--- src/rtl/lru_pkg.sv ---
// lru_pkg: request/LRU op encodings and controller FSM states.
package lru_pkg;
   localparam logic [1:0] REQ_LOOKUP    = 2'b01;
   localparam logic [1:0] REQ_INVAL     = 2'b11;
   localparam logic [1:0] OP_LOAD       = 2'b01;
   localparam logic [1:0] OP_STORE      = 2'b10;
   localparam logic [1:0] OP_INVALIDATE = 2'b11;
   typedef enum logic [1:0] {IDLE, LOOKUP, EVICT, RESP} state_t;
endpackage

--- src/rtl/lru.sv ---
// lru: per-way availability plus age-ordered replacement; victim is lowest free way, else oldest.
module lru
   import lru_pkg::*;
#(
   parameter int NUM_WAYS = 4
) (
   input  logic                        clk,
   input  logic                        reset,
   input  logic                        ls_valid_i,
   input  logic [1:0]                  ls_op_i,
   input  logic [$clog2(NUM_WAYS)-1:0] ls_way_i,
   output logic [NUM_WAYS-1:0]         victim_o
);
   localparam int WAY_W = $clog2(NUM_WAYS);
   logic [NUM_WAYS-1:0] r_avail;
   logic [WAY_W-1:0]    r_age [NUM_WAYS];
   logic [WAY_W-1:0]    w_victim_way;
   logic [WAY_W-1:0]    w_touch_way;
   logic                w_touch;
   // Ages form a permutation of 0..NUM_WAYS-1; the oldest way holds NUM_WAYS-1.
   always_comb begin
      w_victim_way = '0;
      victim_o     = '0;
      for (int w = NUM_WAYS - 1; w >= 0; w--)
         if ((&r_avail) ? (r_age[w] == WAY_W'(NUM_WAYS - 1)) : !r_avail[w]) w_victim_way = WAY_W'(w);
      victim_o[w_victim_way] = 1'b1;
      w_touch     = ls_valid_i && (ls_op_i == OP_LOAD || ls_op_i == OP_STORE);
      w_touch_way = (ls_op_i == OP_STORE) ? w_victim_way : ls_way_i;
   end
   always_ff @(posedge clk) begin
      if (reset) begin
         r_avail <= '0;
         for (int w = 0; w < NUM_WAYS; w++) r_age[w] <= WAY_W'(w);
      end else begin
         if (ls_valid_i && ls_op_i == OP_STORE) r_avail[w_victim_way] <= 1'b1;
         if (ls_valid_i && ls_op_i == OP_INVALIDATE) r_avail[ls_way_i] <= 1'b0;
         if (w_touch)
            for (int w = 0; w < NUM_WAYS; w++)
               r_age[w] <= (WAY_W'(w) == w_touch_way) ? '0 :
                           (r_age[w] < r_age[w_touch_way]) ? r_age[w] + 1'b1 : r_age[w];
      end
   end
endmodule

--- src/rtl/lru_tag_ctrl.sv ---
// lru_tag_ctrl: fully-associative tag array sequencing one lru operation per request,
// with an eviction channel ahead of the response when a valid way is displaced.
module lru_tag_ctrl
   import lru_pkg::*;
#(
   parameter int NUM_WAYS = 4,
   parameter int TAG_W    = 16
) (
   input  logic                        clk,
   input  logic                        reset,
   input  logic                        req_valid_i,
   output logic                        req_ready_o,
   input  logic [1:0]                  req_op_i,
   input  logic [TAG_W-1:0]            req_tag_i,
   output logic                        rsp_valid_o,
   input  logic                        rsp_ready_i,
   output logic                        rsp_hit_o,
   output logic [$clog2(NUM_WAYS)-1:0] rsp_way_o,
   output logic                        evict_valid_o,
   input  logic                        evict_ready_i,
   output logic [TAG_W-1:0]            evict_tag_o
);
   localparam int WAY_W = $clog2(NUM_WAYS);
   state_t              r_state;
   state_t              w_next;
   logic [1:0]          r_op;
   logic [TAG_W-1:0]    r_tag;
   logic [TAG_W-1:0]    r_tags [NUM_WAYS];
   logic [NUM_WAYS-1:0] r_vld;
   logic                r_hit;
   logic [WAY_W-1:0]    r_way;
   logic [TAG_W-1:0]    r_evict_tag;
   logic [NUM_WAYS-1:0] w_match;
   logic [NUM_WAYS-1:0] w_victim;
   logic [WAY_W-1:0]    w_hit_way;
   logic [WAY_W-1:0]    w_victim_way;
   logic                w_hit;
   logic                w_is_lookup;
   logic                w_is_inval;
   logic                w_evict;
   logic                w_ls_valid;
   logic [1:0]          w_ls_op;
   always_comb begin
      w_hit_way    = '0;
      w_victim_way = '0;
      for (int w = 0; w < NUM_WAYS; w++) w_match[w] = r_vld[w] && (r_tags[w] == r_tag);
      for (int w = NUM_WAYS - 1; w >= 0; w--) begin
         if (w_match[w]) w_hit_way = WAY_W'(w);
         if (w_victim[w]) w_victim_way = WAY_W'(w);
      end
      w_hit       = |w_match;
      w_is_lookup = r_op == REQ_LOOKUP;
      w_is_inval  = r_op == REQ_INVAL;
      w_evict     = w_is_lookup && !w_hit && r_vld[w_victim_way];
      w_ls_valid  = (r_state == LOOKUP) && (w_is_lookup || (w_is_inval && w_hit));
      w_ls_op     = w_is_lookup ? (w_hit ? OP_LOAD : OP_STORE) : OP_INVALIDATE;
      w_next = (r_state == IDLE)   ? (req_valid_i ? LOOKUP : IDLE) :
               (r_state == LOOKUP) ? (w_evict ? EVICT : RESP) :
               (r_state == EVICT)  ? (evict_ready_i ? RESP : EVICT) :
                                     (rsp_ready_i ? IDLE : RESP);
   end
   lru #(.NUM_WAYS(NUM_WAYS)) u_lru (
      .clk       (clk),
      .reset     (reset),
      .ls_valid_i(w_ls_valid),
      .ls_op_i   (w_ls_op),
      .ls_way_i  (w_hit_way),
      .victim_o  (w_victim)
   );
   always_ff @(posedge clk) begin
      if (reset) begin
         r_state     <= IDLE;
         r_op        <= '0;
         r_tag       <= '0;
         r_vld       <= '0;
         r_hit       <= 1'b0;
         r_way       <= '0;
         r_evict_tag <= '0;
      end else begin
         r_state <= w_next;
         if (r_state == IDLE && req_valid_i) begin
            r_op  <= req_op_i;
            r_tag <= req_tag_i;
         end
         if (r_state == LOOKUP) begin
            r_hit <= (w_is_lookup || w_is_inval) && w_hit;
            r_way <= w_is_lookup ? (w_hit ? w_hit_way : w_victim_way) : (w_is_inval && w_hit) ? w_hit_way : '0;
            if (w_is_lookup && !w_hit) begin
               r_tags[w_victim_way] <= r_tag;
               r_vld[w_victim_way]  <= 1'b1;
               if (r_vld[w_victim_way]) r_evict_tag <= r_tags[w_victim_way];
            end
            if (w_is_inval && w_hit) r_vld[w_hit_way] <= 1'b0;
         end
      end
   end
   assign req_ready_o   = (r_state == IDLE) && !reset;
   assign rsp_valid_o   = r_state == RESP;
   assign evict_valid_o = r_state == EVICT;
   assign rsp_hit_o     = r_hit;
   assign rsp_way_o     = r_way;
   assign evict_tag_o   = r_evict_tag;
endmodule

--- config.mk ---
export PLATFORM = sky130hd
export DESIGN_NAME = lru_tag_ctrl
export DESIGN_NICKNAME = d
export VERILOG_FILES = /design/src/rtl/lru_pkg.sv /design/src/rtl/lru.sv /design/src/rtl/lru_tag_ctrl.sv
export SDC_FILE = /design/constraint.sdc
export NUM_CORES = 1
export LEC_CHECK = 0
export ABC_AREA = 1
export ABC_CLOCK_PERIOD_IN_PS = 6000
export CORE_MARGIN = 4
export CORE_UTILIZATION = 64
export DETAILED_ROUTE_END_ITERATION = 8
export HOLD_SLACK_MARGIN = 0.15
export PLACE_DENSITY = 0.86
export SLEW_MARGIN = 20
export SYNTH_ARGS = -nofsm -noshare
export SYNTH_HDL_FRONTEND = slang
export SYNTH_SLANG_ARGS = --single-unit
--- constraint.sdc ---
create_clock -name clk -period 6 [get_ports clk]
set_input_delay 1.2 -clock clk [delete_from_list [all_inputs] [get_ports clk]]
set_output_delay 1.2 -clock clk [all_outputs]
set_load 0.02 [all_outputs]
==> summary.md, run 1 <==
| Metric | Value |
|---|---|
| Layout area overhead | 16.0% |
| Wire length of the first global-routing pass | 33000 um |
| Cell type contributing the most total cell area after synthesis | edfxtp_1 |
| Mux contribution to synthesized area | 0% |
| Largest fanout on the critical path | 16 |
| Number of global-route vias before repair | 6310 |
| Worst min path class | flop to flop |
| Total setup buffers inserted after CTS | 0 |
| Final Skew | 7.39 ps |
| Adder-cell share of the synthesized area | 0.729% |
| Leading cell type in the layout, fill and taps excluded | nand2_1 |
| Clock slew at reported path FFs | 60 ps |
| Commonest cells after routing, fill and taps aside | nand2_1 (298), inv_1 (129), nor2_1 (117) |
| Post-route cell area | 7960 um^2 |
| Mean routed wirelength per cell | 18.3 um |
| Buffers & Inverters on Critical Path | 2 |
| Number of fillers in the final layout | 806 |
| Final period utilization | 67.2% |
| Layout cells sized above 1 | 8.00% |
| Antenna violations before repair | 0 |
| Largest delay contributor family on the critical path | buffers and inverters |
| Mean post-synth cell area | 7.25 um^2 |
| Area fraction in compound gates after synthesis | 11.6% |
| Die width | 112 um |
| DRC marker count from the first detailed-route iteration | 980 |
| Die Height | 112 um |
| Top cell type's share of synthesized area | 31.5% |
| Synthesized net count | 974 |
| Level count of the clock H-tree | 4 |
| Number of warnings printed during yosys synthesis | 0 |
| Startpoint type of the worst setup path | input port |
| Tightest Pin Transition | 1090 ps |
| Arrival time of data at the critical path endpoint | 2830 ps |
| Achievable frequency | 0.248 GHz |
| Cell with the most instances on the worst path | clkdlybuf4s50_1 |
| Highest-delay cell along the critical path | clkdlybuf4s50_1 |
| Worst slew slack as a fraction of its limit | 27.2% |
| Area of the mapped netlist | 6860 um^2 |
| Core Area | 10400 um^2 |
| Number of cell rows | 37 |
| Final Worst Setup Slack | 1970 ps |
| Xor-xnor portion of the synthesized cell area | 0.766% |
| Maximum capacitance violations | 0 |
| ANT cells | 0 |
| Peak supply drop | 0.264 mV |
| Dominant combinational cell family by area after synthesis | simple AND/OR/NAND/NOR gates |
| Leakage power of the design | 3.51 nW |
| Post-synthesis register bit count | 119 |
| Final setup violation count | 0 |
| Part of the Yosys area used for sequential elements | 45.2% |
| Worst slack, placed | 2020 ps |
| Clock latency reported for the late side of the worst-skew pair | 540 ps |
| Pin count of the biggest net entering global routing | 38 |
| Final total negative setup slack | 0 ps |
| Unrepaired setup endpoints after global routing | false |
| Post-layout minimum cycle time | 4030 ps |
| Cell area after placement | 7430 um^2 |
| Fin nets | 1026 |
| Crit path kind | input port to primary output |
| TritonCTS sink count | 119 |
| Gpl congestion | 1.04 |
| Total count of hold-check failures in the final report | 0 |
| Area of the die | 12400 um^2 |
| Number of buffers added by the clock tree synthesis step | 17 |
| Worst Path Required | 4800 ps |
| Number of pins with negative max-slew slack in the final report | 0 |
| Post-Synth Simple-Gate Area | 32.3% |
| CP peak stage delay | 720 ps |
| Detail-routed via count per cell | 5.85 |
| Count of antenna-violating nets left after detailed routing | 0 |
| Top area cells in the synthesized netlist | edfxtp_1 (32%), nand2_1 (16%), dfxtp_1 (14%), inv_1 (7.1%), nor2_1 (6.4%) |
| Sum of net half-perimeters after detailed placement | 15000 um |
| Combined global-route utilization of all metal layers | 34.1% |
| Clk root buf | clkbuf_8 |
| Pre-antenna DRT Iters | 6 |
| CTS tree | done |
| Result of the run | finished, final reports clean |
| Max Root-Sink Buffers | 2 |
| GR Overflow Total | 0 |
| Number of I/O port buffers | 44 |
| Routed via count | 6714 |
| Category of the worst setup path capture point | primary output |
| Synthesized netlist cell count | 947 |
| Number of design rule violations left after detail routing | 0 |
| Total I/O pin count | 45 |
| Critical path cell sequence | clkdlybuf4s50_1 > nor3_1 > clkdlybuf4s50_1 |
| Initial core utilization | 66.2% |
| Hold buffers post-CTS | 0 |
| Final wirelength | 21000 um |
| Count of different cell masters after synthesis | 43 |
| Cells resized by post-CTS repair | 0 |
| Power per cell area | 266 nW/um^2 |
-- path summary, 6_finish.rpt --
path                        start         endpoint  slack (ps)  depth (start not counted)
setup / recovery            reset      req_ready_o        1970                          3
hold reg to reg   evict_tag_o[10]  evict_tag_o[10]         440                          2
setup reg to reg         r_tag[1]    r_tags[1][11]        2530                         13
hold / removal    evict_tag_o[10]  evict_tag_o[10]         440                          2
-- power breakdown --
group	switching [W]	internal [W]
combinational	0.000180	0.0000850
sequential	0.0000413	0.000896
clock	0.000373	0.000542
-- flip-flops by register name (all words and copies together) (netlist names) --
register / cells
r_tags: 64
u_lru.r_avail: 4
u_lru.r_age: 8
evict_tag_o: 16
r_tag: 16
rsp_way_o: 2
r_vld: 4
r_op: 2
rsp_hit_o: 1
r_state: 2
-- kinds of logic (layout without fill, tap and decap cells) --
| family | after synthesis | after routing |
|---|---|---|
| buf+inv | 164 | 229 |
| simple gates | 520 | 520 |
| fa+ha+maj | 4 | 4 |
| flops | 119 | 119 |
| xor+xnor | 6 | 6 |
| compound gates | 134 | 134 |
-- synth_stat cells --
library cell	count
o21ai_2	1
nand2_4	1
and2_1	1
a21oi_4	1
nand2_2	12
nor3_1	9
nor3b_1	3
xor2_1	4
nand3_4	1
inv_1	130
o221ai_1	14
inv_2	16
clkbuf_1	8
a21oi_2	1
nand2_1	298
nand3b_1	5
buf_4	4
a31oi_2	1
o211ai_1	1
nand3_1	43
o21ai_4	1
nand2b_1	2
nor2_1	117
and2_4	1
a31oi_1	1
o31ai_1	1
edfxtp_1	72
a21oi_1	56
o21ai_1	16
nor2_4	1
o2111ai_1	2
ha_1	4
nand4_1	19
o22ai_1	12
clkinv_4	1
o221ai_2	1
dfxtp_1	47
nand3b_4	1
nand3_2	5
xnor2_1	2
o21ai_0	25
buf_2	5
nor2_2	1
-- routing by layer --
metal | vias up | track usage (%) | part of all wire (%) | routed length, um
li1 | 3184 | - | - | -
met4 | 0 | 12.7 | 3.4 | 724
met2 | 411 | 54.4 | 45 | 9470
met3 | 68 | 6.14 | 10 | 2170
met1 | 3051 | 46.7 | 41 | 8640
met5 | - | 0 | 0 | 0
-- worst min-delay path, delay by kind of cell (launching register included) --
family	cells	cell delay (ps)
AOI/OAI and AO/OA	1	50
DFF	1	300
buffers and inverters	1	50
-- stage by stage --
stage          hold WS [ps]  utilization [%]  total power, W  cells
6_report                443             76.8         0.00212   1148
4_1_cts                 445             76.7         0.00210   1147
3_5_place_dp            436             71.6         0.00121   1115
3_3_place_gp            432             71.6         0.00120   1115
5_1_grt                 462             76.8         0.00218   1148
2_1_floorplan           450                -         0.00111    947
-- cell type report --
cell class	instances	area (um^2)	share of cell area (%)
multi-input cells	664	3120	39.2
flip-flops and latches	119	3100	39.0
inverters	147	557	6.99
repair buffers	50	485	6.10
clock buffers	18	418	5.25
well taps	136	170	2.14
clock inverters	14	111	1.40
(Power assumes the default switching activity.)
==> run 2, diff against run 1 <==
--- a/config.mk
+++ b/config.mk
@@ -6,12 +6,12 @@
 export NUM_CORES = 1
 export LEC_CHECK = 0
 export ABC_AREA = 1
-export ABC_CLOCK_PERIOD_IN_PS = 6000
+export ABC_CLOCK_PERIOD_IN_PS = 3840
 export CORE_MARGIN = 4
-export CORE_UTILIZATION = 64
+export CORE_UTILIZATION = 60
 export DETAILED_ROUTE_END_ITERATION = 8
 export HOLD_SLACK_MARGIN = 0.15
-export PLACE_DENSITY = 0.86
+export PLACE_DENSITY = 0.82
 export SLEW_MARGIN = 20
 export SYNTH_ARGS = -nofsm -noshare
 export SYNTH_HDL_FRONTEND = slang
==> constraint.sdc (replaced) <==
create_clock -name clk -period 3.84 [get_ports clk]
set_input_delay 0.768 -clock clk [delete_from_list [all_inputs] [get_ports clk]]
set_output_delay 0.768 -clock clk [all_outputs]
set_load 0.02 [all_outputs]
==> summary.md, run 2 (synthesis gave the netlist of run 1 again) <==
| Metric | Value |
|---|---|
| Startpoint type of the worst setup path | flop |
| Wire length of the first global-routing pass | 33000 um |
| Pre-antenna DRT Iters | 6 |
| Layout area overhead | 17.5% |
| Antenna violations before repair | 0 |
| Post-route cell area | 8070 um^2 |
| Leakage power of the design | 3.56 nW |
| Total count of hold-check failures in the final report | 0 |
| Commonest cells after routing, fill and taps aside | nand2_1 (298), inv_1 (130), nor2_1 (117) |
| Clock latency reported for the late side of the worst-skew pair | 430 ps |
| Final Skew | 6.60 ps |
| Number of global-route vias before repair | 6022 |
| Cell area after placement | 7470 um^2 |
| Power per cell area | 434 nW/um^2 |
| Level count of the clock H-tree | 4 |
| Clk root buf | clkbuf_16 |
| Max Root-Sink Buffers | 2 |
| Cells resized by post-CTS repair | 0 |
| Die Height | 115 um |
| CTS tree | done |
| Result of the run | finished, final reports clean |
| Unrepaired setup endpoints after global routing | false |
| Category of the worst setup path capture point | flop |
| Hold Slack | 444 ps |
| Fin nets | 1030 |
| Achievable frequency | 0.329 GHz |
| Max FFs per register | 64 |
| Number of buffers added by the clock tree synthesis step | 17 |
| Largest register by flop count | r_tags |
| Detail-routed via count per cell | 5.81 |
| Worst slew slack as a fraction of its limit | 51.3% |
| Count of antenna-violating nets left after detailed routing | 0 |
| Peak supply drop | 0.479 mV |
| Startpoint of the lowest-slack hold path | evict_tag_o[15] |
| Total setup buffers inserted after CTS | 0 |
| Number of fillers in the final layout | 906 |
| Largest fanout on the critical path | 33 |
| GR Overflow Total | 0 |
| Number of pins with negative max-slew slack in the final report | 0 |
| Mean routed wirelength per cell | 18.6 um |
| Worst min-delay path endpoint | evict_tag_o[15] |
| Die width | 115 um |
| Number of cell rows | 38 |
| Worst Path Required | 4150 ps |
| DRC marker count from the first detailed-route iteration | 1003 |
| R2r startpoint | u_lru.r_age[3][1] |
| Hold buffers post-CTS | 0 |
| Core Area | 11000 um^2 |
| Number of design rule violations left after detail routing | 0 |
| Number of cells on the worst reg-to-reg path | 10 |
| Final wirelength | 21500 um |
| Final total negative setup slack | 0 ps |
| Final setup violation count | 0 |
| Number of I/O port buffers | 44 |
| Gpl congestion | 1.04 |
| Arrival time of data at the critical path endpoint | 3350 ps |
| R2r endpoint | evict_tag_o[13] |
| Combined global-route utilization of all metal layers | 33.5% |
| Layout cells sized above 1 | 8.56% |
| Worst hold path depth | 2 |
| Area of the die | 13200 um^2 |
| Leading cell type in the layout, fill and taps excluded | nand2_1 |
| ANT cells | 0 |
| TritonCTS sink count | 119 |
| Worst reg2reg setup slack | 800 ps |
| Post-layout minimum cycle time | 3040 ps |
| Routed via count | 6714 |
| Clock slew at reported path FFs | 60 ps |
| Total I/O pin count | 45 |
| Initial core utilization | 62.2% |
| Worst min path class | flop to flop |
| Sum of net half-perimeters after detailed placement | 16000 um |
| Final period utilization | 79.1% |
| Crit path kind | flop to flop |
| Tightest Pin Transition | 729 ps |
| Maximum capacitance violations | 0 |
| Pin count of the biggest net entering global routing | 34 |
| Post-layout instance count excluding filler cells | 1156 |
| Cell count after placement | 1124 |
[run 2: changes by cell type in the layout (fill, tap and decap cells not counted)]
| cell | previous run | this run |
|---|---|---|
| clkinv_4 | 4 | 3 |
| inv_1 | 129 | 130 |
| clkbuf_16 | 16 | 18 |
| clkinv_1 | 3 | 0 |
| inv_6 | 0 | 2 |
| inv_4 | 0 | 1 |
| buf_4 | 6 | 10 |
| clkbuf_8 | 1 | 0 |
| bufinv_16 | 1 | 2 |
| clkinv_2 | 5 | 1 |
| clkinvlp_4 | 3 | 5 |
[run 2: how the worst max path moves through the flow]
stage,startpoint,end,slack [ps],cells after the start
6_report,u_lru.r_age[3][1],evict_tag_o[13],800,10
2_1_floorplan,r_tag[14],r_tags[2][0],1210,12
4_1_cts,u_lru.r_age[3][1],evict_tag_o[13],870,10
3_3_place_gp,u_lru.r_age[3][1],evict_tag_o[5],970,10
3_5_place_dp,u_lru.r_age[3][1],evict_tag_o[5],880,10
5_1_grt,u_lru.r_age[3][1],evict_tag_o[7],580,10
[run 2: final cells by class]
| cell class | instances | area (um^2) | area share (%) |
|---|---|---|---|
| flip-flops and latches | 119 | 3100 | 38.5 |
| clock buffers | 19 | 454 | 5.63 |
| inverters | 147 | 557 | 6.90 |
| multi-input cells | 664 | 3120 | 38.7 |
| well taps | 140 | 175 | 2.17 |
| repair buffers | 54 | 515 | 6.39 |
| clock inverters | 13 | 144 | 1.78 |
[run 2: worst max-delay path, stage by stage, from the launching register on]
cell	delay, ps
edfxtp_1	440
ha_1	230
a31oi_2	270
nor2_1	100
o21ai_2	370
inv_2	180
nand2_1	530
o221ai_2	210
nand3b_4	360
nand2b_1	170
a21oi_1	60
[run 2: per-layer routing]
metal,share of wire [%],routed length [um],vias to the layer above,GRT usage [%]
met5,0,0,-,0
met4,2.1,450,0,9.70
met3,12,2500,40,9.47
met2,44,9500,409,51.1
met1,42,9030,3068,46.8
li1,-,-,3197,-
[run 2: stage by stage]
| step | setup slack (ps) | total power (W) | util, % |
|---|---|---|---|
| final | 802 | 0.00350 | 73.1 |
| after global routing | 577 | 0.00362 | 73.1 |
| after CTS | 865 | 0.00349 | 73.1 |
| after detailed placement | 878 | 0.00189 | 67.7 |
| after global placement | 971 | 0.00189 | 67.7 |
| after floorplan | 1210 | 0.00174 | - |
[run 2: where the power goes]
group          switching [W]  total (W)  internal (W)
sequential         0.0000673    0.00147       0.00140
clock               0.000618    0.00161      0.000996
combinational       0.000282   0.000416      0.000134
total               0.000967    0.00350       0.00253
